File: src/rtl/id_ex_stage.sv
// ID/EX pipeline register: forwards operands, decodes the RV32I ALU op, latency 1.
// Backpressure: holds while out_valid && !out_ready; a load-use hazard forces one bubble.
module id_ex_stage #(
    parameter int          XLEN     = 32,
    parameter logic [31:0] RESET_PC = 32'h0000_0000
) (
    input  logic            clk,
    input  logic            rst_n,
    input  logic            in_valid,
    output logic            in_ready,
    input  logic [6:0]      opcode,
    input  logic [2:0]      funct3,
    input  logic            funct7_b5,
    input  logic [4:0]      rs1_addr,
    input  logic [4:0]      rs2_addr,
    input  logic [4:0]      rd_addr,
    input  logic [XLEN-1:0] rs1_data,
    input  logic [XLEN-1:0] rs2_data,
    input  logic [XLEN-1:0] imm,
    input  logic [XLEN-1:0] pc_in,
    input  logic [4:0]      exmem_rd,
    input  logic [4:0]      memwb_rd,
    input  logic            exmem_we,
    input  logic            memwb_we,
    input  logic [XLEN-1:0] exmem_result,
    input  logic [XLEN-1:0] memwb_result,
    input  logic            flush,
    output logic            out_valid,
    input  logic            out_ready,
    output logic [3:0]      alu_operation,
    output logic [XLEN-1:0] input_data1,
    output logic [XLEN-1:0] input_data2,
    output logic [XLEN-1:0] store_data,
    output logic [4:0]      rd_out,
    output logic            reg_write,
    output logic            mem_read,
    output logic            mem_write,
    output logic            is_branch,
    output logic [2:0]      branch_funct3,
    output logic [XLEN-1:0] pc_out,
    output logic            illegal
);
    localparam logic [6:0] OPC_OP     = 7'b0110011;
    localparam logic [6:0] OPC_OPIMM  = 7'b0010011;
    localparam logic [6:0] OPC_LOAD   = 7'b0000011;
    localparam logic [6:0] OPC_STORE  = 7'b0100011;
    localparam logic [6:0] OPC_LUI    = 7'b0110111;
    localparam logic [6:0] OPC_AUIPC  = 7'b0010111;
    localparam logic [6:0] OPC_BRANCH = 7'b1100011;
    localparam logic [6:0] OPC_JAL    = 7'b1101111;
    localparam logic [6:0] OPC_JALR   = 7'b1100111;

    localparam logic [3:0] ALU_AND  = 4'b0000;
    localparam logic [3:0] ALU_OR   = 4'b0001;
    localparam logic [3:0] ALU_ADD  = 4'b0010;
    localparam logic [3:0] ALU_XOR  = 4'b0011;
    localparam logic [3:0] ALU_SUB  = 4'b0110;
    localparam logic [3:0] ALU_SLL  = 4'b1001;
    localparam logic [3:0] ALU_SLT  = 4'b1010;
    localparam logic [3:0] ALU_SLTU = 4'b1011;
    localparam logic [3:0] ALU_SRL  = 4'b1100;
    localparam logic [3:0] ALU_SRA  = 4'b1101;

    function automatic logic [XLEN-1:0] fwd(input logic [4:0] addr, input logic [XLEN-1:0] rf);
        if (addr == 5'd0)                          return '0;
        else if (exmem_we && exmem_rd == addr)     return exmem_result;
        else if (memwb_we && memwb_rd == addr)     return memwb_result;
        else                                       return rf;
    endfunction

    function automatic logic [3:0] alu_from(input logic [2:0] f3, input logic alt);
        case (f3)
            3'b000:  return alt ? ALU_SUB : ALU_ADD;
            3'b001:  return ALU_SLL;
            3'b010:  return ALU_SLT;
            3'b011:  return ALU_SLTU;
            3'b100:  return ALU_XOR;
            3'b101:  return alt ? ALU_SRA : ALU_SRL;
            3'b110:  return ALU_OR;
            default: return ALU_AND;
        endcase
    endfunction

    logic            out_valid_q, reg_write_q, mem_read_q, mem_write_q, is_branch_q, illegal_q;
    logic [3:0]      alu_op_q;
    logic [XLEN-1:0] d1_q, d2_q, store_q, pc_q;
    logic [4:0]      rd_q;
    logic [2:0]      bf3_q;

    logic            reg_write_d, mem_read_d, mem_write_d, is_branch_d, illegal_d;
    logic [3:0]      alu_op_d;
    logic [XLEN-1:0] d1_d, d2_d, rs1_fwd, rs2_fwd;
    logic            load_use, accept;

    assign rs1_fwd  = fwd(rs1_addr, rs1_data);
    assign rs2_fwd  = fwd(rs2_addr, rs2_data);
    assign load_use = out_valid_q && mem_read_q && (rd_q != 5'd0) && in_valid &&
                      (rd_q == rs1_addr || rd_q == rs2_addr);
    assign in_ready = (!out_valid_q || out_ready) && !load_use;
    assign accept   = in_valid && in_ready && !flush;

    always_comb begin
        alu_op_d    = ALU_ADD;
        d1_d        = rs1_fwd;
        d2_d        = rs2_fwd;
        reg_write_d = 1'b0;
        mem_read_d  = 1'b0;
        mem_write_d = 1'b0;
        is_branch_d = 1'b0;
        illegal_d   = 1'b0;
        case (opcode)
            OPC_OP:    begin alu_op_d = alu_from(funct3, funct7_b5); reg_write_d = 1'b1; end
            OPC_OPIMM: begin
                alu_op_d    = alu_from(funct3, (funct3 == 3'b101) && funct7_b5);
                d2_d        = imm;
                reg_write_d = 1'b1;
            end
            OPC_LOAD:  begin d2_d = imm; mem_read_d = 1'b1; reg_write_d = 1'b1; end
            OPC_STORE: begin d2_d = imm; mem_write_d = 1'b1; end
            OPC_LUI:   begin d1_d = '0; d2_d = imm; reg_write_d = 1'b1; end
            OPC_AUIPC: begin d1_d = pc_in; d2_d = imm; reg_write_d = 1'b1; end
            OPC_BRANCH: begin
                is_branch_d = 1'b1;
                case (funct3[2:1])
                    2'b10:   alu_op_d = ALU_SLT;
                    2'b11:   alu_op_d = ALU_SLTU;
                    default: alu_op_d = ALU_SUB;
                endcase
            end
            OPC_JAL, OPC_JALR: begin d1_d = pc_in; d2_d = XLEN'(4); reg_write_d = 1'b1; end
            default:   begin illegal_d = 1'b1; alu_op_d = ALU_AND; end
        endcase
        // x0 is never a real destination, so it must not look like a writer to later forwarding.
        if (rd_addr == 5'd0) reg_write_d = 1'b0;
    end

    always_ff @(posedge clk or negedge rst_n) begin
        if (!rst_n) begin
            out_valid_q <= 1'b0;
            alu_op_q    <= '0;
            d1_q        <= '0;
            d2_q        <= '0;
            store_q     <= '0;
            rd_q        <= '0;
            reg_write_q <= 1'b0;
            mem_read_q  <= 1'b0;
            mem_write_q <= 1'b0;
            is_branch_q <= 1'b0;
            bf3_q       <= '0;
            pc_q        <= RESET_PC;
            illegal_q   <= 1'b0;
        end else begin
            // A load-use stall with out_ready high leaves accept low, which drains to a bubble.
            if (flush)
                out_valid_q <= 1'b0;
            else if (!out_valid_q || out_ready)
                out_valid_q <= accept;
            if (accept) begin
                alu_op_q    <= alu_op_d;
                d1_q        <= d1_d;
                d2_q        <= d2_d;
                store_q     <= rs2_fwd;
                rd_q        <= rd_addr;
                reg_write_q <= reg_write_d;
                mem_read_q  <= mem_read_d;
                mem_write_q <= mem_write_d;
                is_branch_q <= is_branch_d;
                bf3_q       <= funct3;
                pc_q        <= pc_in;
                illegal_q   <= illegal_d;
            end
        end
    end

    assign out_valid     = out_valid_q;
    assign alu_operation = alu_op_q;
    assign input_data1   = d1_q;
    assign input_data2   = d2_q;
    assign store_data    = store_q;
    assign rd_out        = rd_q;
    assign reg_write     = reg_write_q;
    assign mem_read      = mem_read_q;
    assign mem_write     = mem_write_q;
    assign is_branch     = is_branch_q;
    assign branch_funct3 = bf3_q;
    assign pc_out        = pc_q;
    assign illegal       = illegal_q;
endmodule

File: config.mk
export PLATFORM = sky130hd
export DESIGN_NAME = id_ex_stage
export DESIGN_NICKNAME = d
export VERILOG_FILES = /design/src/rtl/id_ex_stage.sv
export SDC_FILE = /design/constraint.sdc
export NUM_CORES = 1
export LEC_CHECK = 0
export CAP_MARGIN = 20
export CORE_AREA = 2 2 149 151
export DETAILED_ROUTE_END_ITERATION = 7
export DIE_AREA = 0 0 151 153
export GPL_TIMING_DRIVEN = 1
export PLACE_DENSITY_LB_ADDON = 0.25
export SYNTH_ARGS = -nofsm -noshare
export SYNTH_HDL_FRONTEND = slang
export SYNTH_SLANG_ARGS = --single-unit
File: constraint.sdc
create_clock -name clk -period 2.5 [get_ports clk]
set_input_delay 0.25 -clock clk [delete_from_list [all_inputs] [get_ports clk]]
set_output_delay 0.25 -clock clk [all_outputs]
set_load 0.1 [all_outputs]
======== Yosys cells after proc, flatten, opt, wreduce, memory -nomap -nowiden ========
Cells that the tools add are included.
word-level totals
  register bits after elaboration ......... 146
operators by class
  equality and inequality tests ........... 23
  muxes and demuxes ....................... 24
  reductions and logical operators ........ 29
operators by type and width
  cell                count
  $mux 32             6
  $pmux 32 s2         2
  $pmux 4 s7          2
  $eq 5x5->1          6
  $eq 7x6->1 const B  3
  $eq 7x7->1 const B  3
  $pmux 4 s4          1
  $logic_not 5->1     3
  $eq 7x5->1 const B  2
  $logic_and 1x1->1   12
  $mux 1              10
  $eq 3x3->1 const B  3
  $reduce_or 9->1     1
  $pmux 4 s2          1
  $eq 7x2->1 const B  1
  $reduce_or 7->1     1
  $eq 3x2->1 const B  2
  $mux 3              2
  $reduce_or 6->1     1
  $reduce_bool 5->1   1
  $reduce_or 5->1     1
  $eq 2x2->1 const B  2
  $eq 3x1->1 const B  1
  $logic_not 1->1     3
  other kinds (5)     6

======== Depth between registers and ports, before layout ========
Gate-level depths: netlist of run 1.
  depth in word-level cells ............... 10
  gate-level depth with buffers ........... 9

======== Least setup slack after synthesis of run 1 ========
No wires, ideal clock.
  kind .................................... reg-to-output
  from .................................... register rd_q[0] (netlist: rd_out[0])
  to ...................................... output port in_ready
  arrival ................................. 3.517 ns
  cell stages (with the launch flop) ...... 5
  path slack .............................. -1.267 ns
  path buffers ............................ 0
  path through ............................ dfrtp_1 xnor2_1 nand3_1 o22ai_2 a21boi_0
between the ends
  word-level cells in the longest chain between the ends .. 6
ends and longest elaborated chain
  what                            line  text
  start, declared                 87    logic [4:0] rd_q;
  start signal, assigned          163   rd_q <= rd_addr;
  $reduce_bool 5->1               97    assign load_use = out_valid_q && mem_read_q && (rd_q != 5'd0) && in_valid &&
  $logic_and 1x1->1 (2 in a row)  97
  $logic_and 1x1->1 (*)           97
  $logic_not 1->1 (*)             99    assign in_ready = (!out_valid_q || out_ready) && !load_use;
  $logic_and 1x1->1 (*)           99
  end, declared                   10    output logic in_ready,
Every way passes the cells marked *; elsewhere a longest branch is shown, timed or not.

======== Final worst setup path of run 1 ========
  from .................................... input port opcode[3]
  to ...................................... register d2_q[6] (netlist: input_data2[6])
between the ends
  word-level cells in the longest chain between the ends .. 3
ends and longest elaborated chain
  what                                                                 line  text
  start, declared                                                      11    input logic [6:0] opcode,
  $eq 7x5->1 (tied with other cells)                                   111   case (opcode)
  $reduce_or 5->1 (no source line) or $reduce_or 2->1 (tied branches)  n/a
  $pmux 32 s2 (*)                                                      111
  end signal, assigned                                                 142   d2_q <= '0;
  end signal, assigned                                                 161   d2_q <= d2_d;
  end, declared                                                        86    logic [XLEN-1:0] d1_q, d2_q, store_q, pc_q;
Marked as above.
A chain may end at the register's enable or synchronous reset.

==> results of run 1 <==
-- power by group --
part | internal (µW) | leakage (µW) | switching (µW)
Sequential | 2740 | 0.00178 | 258
Combinational | 1270 | 0.00367 | 3640
Clock | 1500 | 0.000282 | 1120
-- kinds of logic (layout without fill, tap and decap cells) --
family | Yosys count | in the layout | share of synthesized area [%]
mux | 33 | 33 | 4.26
simple gates | 338 | 338 | 17.4
compound gates | 259 | 259 | 23.7
buf+inv | 70 | 462 | 4.18
xor+xnor | 30 | 30 | 3.39
flops | 146 | 146 | 47.1
-- what timing repair did --
| item | 4_1_cts | 5_1_grt |
|---|---|---|
| hold buffers | 1 | 0 |
| endpoints found under the setup margin | 0 | 0 |
| endpoints found under the hold margin | 58 | 0 |
-- sequential cells by signal (all words and copies together) (netlist names), 3 cells and up --
| signal | cells |
|---|---|
| input_data1 | 32 |
| rd_out | 5 |
| store_data | 32 |
| pc_out | 32 |
| alu_operation | 4 |
| branch_funct3 | 3 |
| input_data2 | 32 |
-- cells in the final DEF (no fill, tap or decap), types with 3 or more instances in the layout --
master and count:
a21o_1 31, a21oi_1 99, a22o_1 62, a311o_1 32
and2_1 3, buf_12 16, buf_4 175, clkbuf_16 17
clkdlybuf4s50_1 233, clkinvlp_4 3, dfrtp_1 146, inv_1 5
inv_6 6, mux2i_1 33, nand2_1 200, nand3_1 4
nand3b_1 5, nor2_1 105, nor3_1 3, o21ai_0 11
or4_1 4, xnor2_1 22, xor2_1 8
-- worst min-delay path by stage --
stage / from / end / slack (ns) / cells after the start
3_3_place_gp: rst_n / input_data1[3]$_DFFE_PN0P_ / 0.29 / 1
4_1_cts: pc_in[23] / pc_out[23]$_DFFE_PN0P_ / 0.37 / 3
5_1_grt: pc_in[22] / pc_out[22]$_DFFE_PN0P_ / 0.39 / 3
6_report: rst_n / input_data1[3]$_DFFE_PN0P_ / 0.38 / 2
2_1_floorplan: rst_n / alu_operation[0]$_DFFE_PN0P_ / -0.05 / 0
3_5_place_dp: rst_n / input_data1[3]$_DFFE_PN0P_ / 0.29 / 1
-- stage by stage --
| step | instances | power, µW |
|---|---|---|
| floorplan | 876 | 6450 |
| global placement | 1516 | 7910 |
| detailed placement | 1516 | 7950 |
| CTS | 1548 | 10600 |
| global route | 1548 | 10900 |
| finish | 1548 | 10500 |
-- layout make-up --
| type | count | area [µm²] |
|---|---|---|
| Fill cell | 1953 | 9000 |
| Timing Repair Buffer | 426 | 3990 |
| Multi-Input combinational cell | 660 | 3880 |
| Sequential cell | 146 | 3650 |
| Clock buffer | 17 | 425 |
| Tap cell | 280 | 350 |
| Clock inverter | 14 | 166 |
| Inverter | 5 | 18.8 |
-- Yosys cell counts (all sizes together), types with 4 or more instances --
| cell type | n | share of area (%) |
|---|---|---|
| nand2 | 200 | 9.7 |
| dfrtp | 146 | 47 |
| nor2 | 108 | 5.3 |
| a21oi | 101 | 6.5 |
| a22o | 62 | 7.0 |
| clkbuf | 34 | 1.6 |
| mux2i | 33 | 4.3 |
| a21o | 32 | 3.1 |
| a311o | 32 | 4.1 |
| buf | 31 | 2.3 |
| xnor2 | 22 | 2.5 |
| o21ai | 12 | 0.77 |
| xor2 | 8 | 0.90 |
| nand3 | 6 | 0.39 |
| inv | 5 | 0.24 |
| nand3b | 5 | 0.48 |
| or4 | 4 | 0.39 |
-- metal layers --
layer	wire length (µm)	track usage (%)	vias up
met4	1150	10.9	0
met1	12500	32.0	3960
met2	16200	48.5	381
met3	2870	7.52	63
met5	0	0	-
li1	-	-	3829
==> impl_metrics.toml, run 1 <==
[critical_path]
r2r_slack_ns = 0.34
path_buf_inv = 1
r2r_end = "input_data2[6]$_DFFE_PN0P_"
crit_end = "input_data2[6]$_DFFE_PN0P_"
cpLargestDelayFamily = "compound AO/OA/AOI/OAI gates"
crit_arrival_ns = 2.57
path_max_fanout = 31
critPathKind = "in2reg"
r2r-start = "rd_out[0]$_DFFE_PN0P_"
cp_slowest_stage_delay_ns = 0.86
slowest_stage = "a21boi_4"
reg2regPathDepth = 6
end_kind = "flop"
cp.depth = 7
startpoint_type = "input port"
path_cells = "clkdlybuf4s50_1, nor2_1, o211a_1, nor3b_1, a21boi_4, a22o_1, a21o_1"
critPathLaunch = "opcode[3]"
required_ns = 2.86

[outcome]
status = "finished clean"

[sta]
hold_viol_final = 0
finalClockSkew_ns = 0.0108
layout_setup_ws_ns = 0.290
finalCriticalPeriod_ns = 2.21
fmax_ghz = 0.452
finalCritPeriodShare_pct = 88.4
grt_setup_unrepaired = "false"
finalSetupViolCount = 0
maxSlewHeadroom_pct = 30.8
whs_ns = 0.380
finalSetupTns_ns = 0
finalMaxSlewViolations = 0
tightest_slew_ns = 1.04

[global_routing]
gr-total-overflow = 0
grt_max_degree = 65
grt_antenna_before_repair = 0
grt_pass1_vias = 8224
grt_first_pass_wirelength_um = 48200
globalRouteTotalUtil_pct = 27.7

[floorplan]
ios = 382
core_area_mm2 = 0.0215
dieWidth_um = 151
num_rows = 54
initial_core_util_pct = 36.1
die_area_mm2 = 0.0231
die_y_um = 153

[logic_synthesis]
syn_area_per_cell_um2 = 8.86
async_flop_share_pct = 100
syn_nets = 1111
ys_types = 45
synth.yosys.seq_area_share_pct = 47.1
synth_edf_count = 0
syn_inst = 876
yosys_warnings = 0
syn_area_mm2 = 0.00776
synth-seq-cells = 146
synth-main-ff-cell = "dfrtp_1"

[cells_and_area]
antenna_cells = 0
final_nets = 1491
areaGrowthSynthToFinish_pct = 60.9
drive_gt1_share_pct = 18.7
utilization_pct = 58.1
finalInstanceArea_mm2 = 0.0125

[clock_network]
cts_made_buffers = 17
htreeDepth = 4
clock_latency_ns = 0.42
cts_root_buf = "clkbuf_16"
post-cts-setup-buffers = 0
clockBufferDepth = 2
cts_resized = 0
tritoncts = "yes"
clkTransAtPathRegs_ns = 0.07
cts.sinks = 146

[routing]
num_vias = 8233
vias_per_cell = 5.32
drtPass1Iterations = 6
wirelength_um = 32700
drtAntennaViolNets = 0
drc = 0
drt_iter0_drc = 464
wl_per_cell_um = 21.1

[job]
maxCapViolCount = 0

[place]
dp_hpwl_um = 24700
placed_cell_area_mm2 = 0.0119
globalplace.congestion = 0.898
io_buffers = 381
place_ws_ns = -0.204

[power]
p_per_area_mw_per_mm2 = 843
peakVddDrop_mv = 0.616
p_leak_uw = 0.00573

[hold_path]
hold_path.class = "in2async"
(Power assumes the default switching activity.)
==> inputs of run 2 (changes only) <==
--- a/config.mk
+++ b/config.mk
@@ -6,11 +6,13 @@
 export NUM_CORES = 1
 export LEC_CHECK = 0
 export CAP_MARGIN = 20
-export CORE_AREA = 2 2 149 151
+export CORE_AREA = 2 2 148 150
+export CTS_BUF_LIST = sky130_fd_sc_hd__clkbuf_2 sky130_fd_sc_hd__clkbuf_4 sky130_fd_sc_hd__clkbuf_8
 export DETAILED_ROUTE_END_ITERATION = 7
-export DIE_AREA = 0 0 151 153
+export DIE_AREA = 0 0 150 152
 export GPL_TIMING_DRIVEN = 1
 export PLACE_DENSITY_LB_ADDON = 0.25
+export RECOVER_POWER = 100
 export SYNTH_ARGS = -nofsm -noshare
 export SYNTH_HDL_FRONTEND = slang
 export SYNTH_SLANG_ARGS = --single-unit
==> run 2 against run 1 <==
Die area fell by 1.3%. Core utilization shrank 3.7 points. First-iteration DRC count is 1.7% lower. Final area shrank 7.0%. Sequential power barely moved. Critical endpoint is now input_data2[2]$_DFFE_PN0P_.
==> impl_metrics.toml, run 2 (same netlist as run 1, synthesis figures left out) <==
[global_routing]
globalRouteTotalUtil_pct = 27.8
grt_max_degree = 65
grt_pass1_vias = 8187
gr-total-overflow = 0
grt_antenna_before_repair = 2
grt_first_pass_wirelength_um = 48000

[outcome]
status = "finished clean"

[sta]
finalClockSkew_ns = 0.0131
finalCritPeriodShare_pct = 92.1
finalMaxSlewViolations = 0
finalSetupTns_ns = 0
hold_viol_final = 0
finalSetupViolCount = 0
maxSlewHeadroom_pct = 11.3
grt_setup_unrepaired = "false"
tightest_slew_ns = 1.34
finalCriticalPeriod_ns = 2.30
fmax_ghz = 0.434

[cells_and_area]
drive_gt1_share_pct = 6.13
areaGrowthSynthToFinish_pct = 49.7
final_nets = 1478
seq_area_mm2 = 0.00365
final_common_cell = "clkdlybuf4s50_1"
multiInputGateArea_mm2 = 0.00387
fill_cells = 2135
layout_common_cells = "clkdlybuf4s50_1, nand2_1, clkbuf_1"

[floorplan]
dieWidth_um = 150
ios = 382
initial_core_util_pct = 36.3
core_area_mm2 = 0.0214
die_area_mm2 = 0.0228
die_y_um = 152
num_rows = 54

[routing]
num_vias = 8222
wl_per_cell_um = 20.9
wirelength_um = 32100
drtAntennaViolNets = 0
drt_iter0_drc = 456
vias_per_cell = 5.35
drc = 0
drtPass1Iterations = 5

[critical_path]
required_ns = 2.88
slowest_stage = "clkbuf_2"
end_kind = "flop"
r2r-start = "rd_out[0]$_DFFE_PN0P_"
r2r_slack_ns = 0.20
path_buf_inv = 2
path_max_fanout = 22
reg2regPathDepth = 7
critPathKind = "reg2reg"
path_cells = "nor3_1, a21oi_1, buf_4, a21oi_2, clkbuf_2, o31ai_1, o21ai_1"
cp_slowest_stage_delay_ns = 0.53
crit_arrival_ns = 2.68
startpoint_type = "flop"
r2r_end = "input_data2[2]$_DFFE_PN0P_"
cpLargestDelayFamily = "compound AO/OA/AOI/OAI gates"

[hold_path]
hold_path.class = "in2reg"
min_path_cells = 3
min_to = "pc_out[25]$_DFFE_PN0P_"
min_from = "pc_in[25]"

[clock_network]
cts.sinks = 146
post-cts-setup-buffers = 0
tritoncts = "yes"
htreeDepth = 4
cts_root_buf = "clkbuf_8"
clock_latency_ns = 0.45
cts_made_buffers = 17
clockBufferDepth = 2
clkTransAtPathRegs_ns = 0.09

[power]
peakVddDrop_mv = 0.560
total_power_uw = 9500
p_leak_uw = 0.00502
p_per_area_mw_per_mm2 = 818

[place]
globalplace.congestion = 0.887
dp_hpwl_um = 24200
io_buffers = 381

[job]
maxCapViolCount = 0
[run 2: layout make-up]
type / instances / share of cell area, %
Antenna cell: 2 / 0.0431
Clock buffer: 20 / 2.26
Clock inverter: 12 / 1.26
Inverter: 5 / 0.162
Multi-Input combinational cell: 660 / 33.4
Sequential cell: 146 / 31.5
Tap cell: 280 / 3.02
Timing Repair Buffer: 413 / 28.4
[run 2: worst max path at each step]
stage / from / endpoint / slack [ns] / cells after the start
after floorplan: rd_out[0]$_DFFE_PN0P_ / store_data[2]$_DFFE_PN0P_ / -0.002 / 9
after global placement: rs1_addr[3] / input_data1[18]$_DFFE_PN0P_ / 0.07 / 8
after detailed placement: rs1_addr[4] / input_data2[3]$_DFFE_PN0P_ / 0.03 / 8
after CTS: rd_out[0]$_DFFE_PN0P_ / in_ready / 0.08 / 6
after global routing: rd_out[0]$_DFFE_PN0P_ / input_data2[2]$_DFFE_PN0P_ / 0.06 / 7
final: rd_out[0]$_DFFE_PN0P_ / input_data2[2]$_DFFE_PN0P_ / 0.20 / 7
[run 2: repair_timing]
item | CTS | global route
resized for setup | 0 | 1
setup endpoints to repair | 0 | 1
hold endpoints to repair | 46 | 0
hold buffers | 1 | 0
[run 2: report_power, final]
group | internal, µW | total (µW) | switching, µW | leakage [µW]
Clock | 961 | 1970 | 1000 | 0.000205
Sequential | 2730 | 2980 | 249 | 0.00178
Combinational | 910 | 4550 | 3640 | 0.00303
[run 2: metrics by stage]
step                util (%)  area, µm²  instances  hold slack (ns)  setup slack [ns]
detailed placement      55.2      11800       1503            0.223            0.0253
finish                  54.4      11600       1538            0.347             0.197
global route            54.4      11600       1538            0.334            0.0556
CTS                     57.2      12200       1536            0.272            0.0842
global placement        55.2      11800       1503            0.219            0.0725
floorplan                  -       7770        876          -0.0456          -0.00246
[run 2: metal layers]
layer | global-route usage (%) | share of wire [%]
met1 | 34.7 | 40
met2 | 46.0 | 49
met3 | 7.27 | 8.5
met4 | 10.5 | 2.5
met5 | 0 | 0
[run 2: worst min-delay path, stage by stage]
cell and delay, ns:
clkdlybuf4s50_1 0.42, nand2_1 0.06, nand2_1 0.04
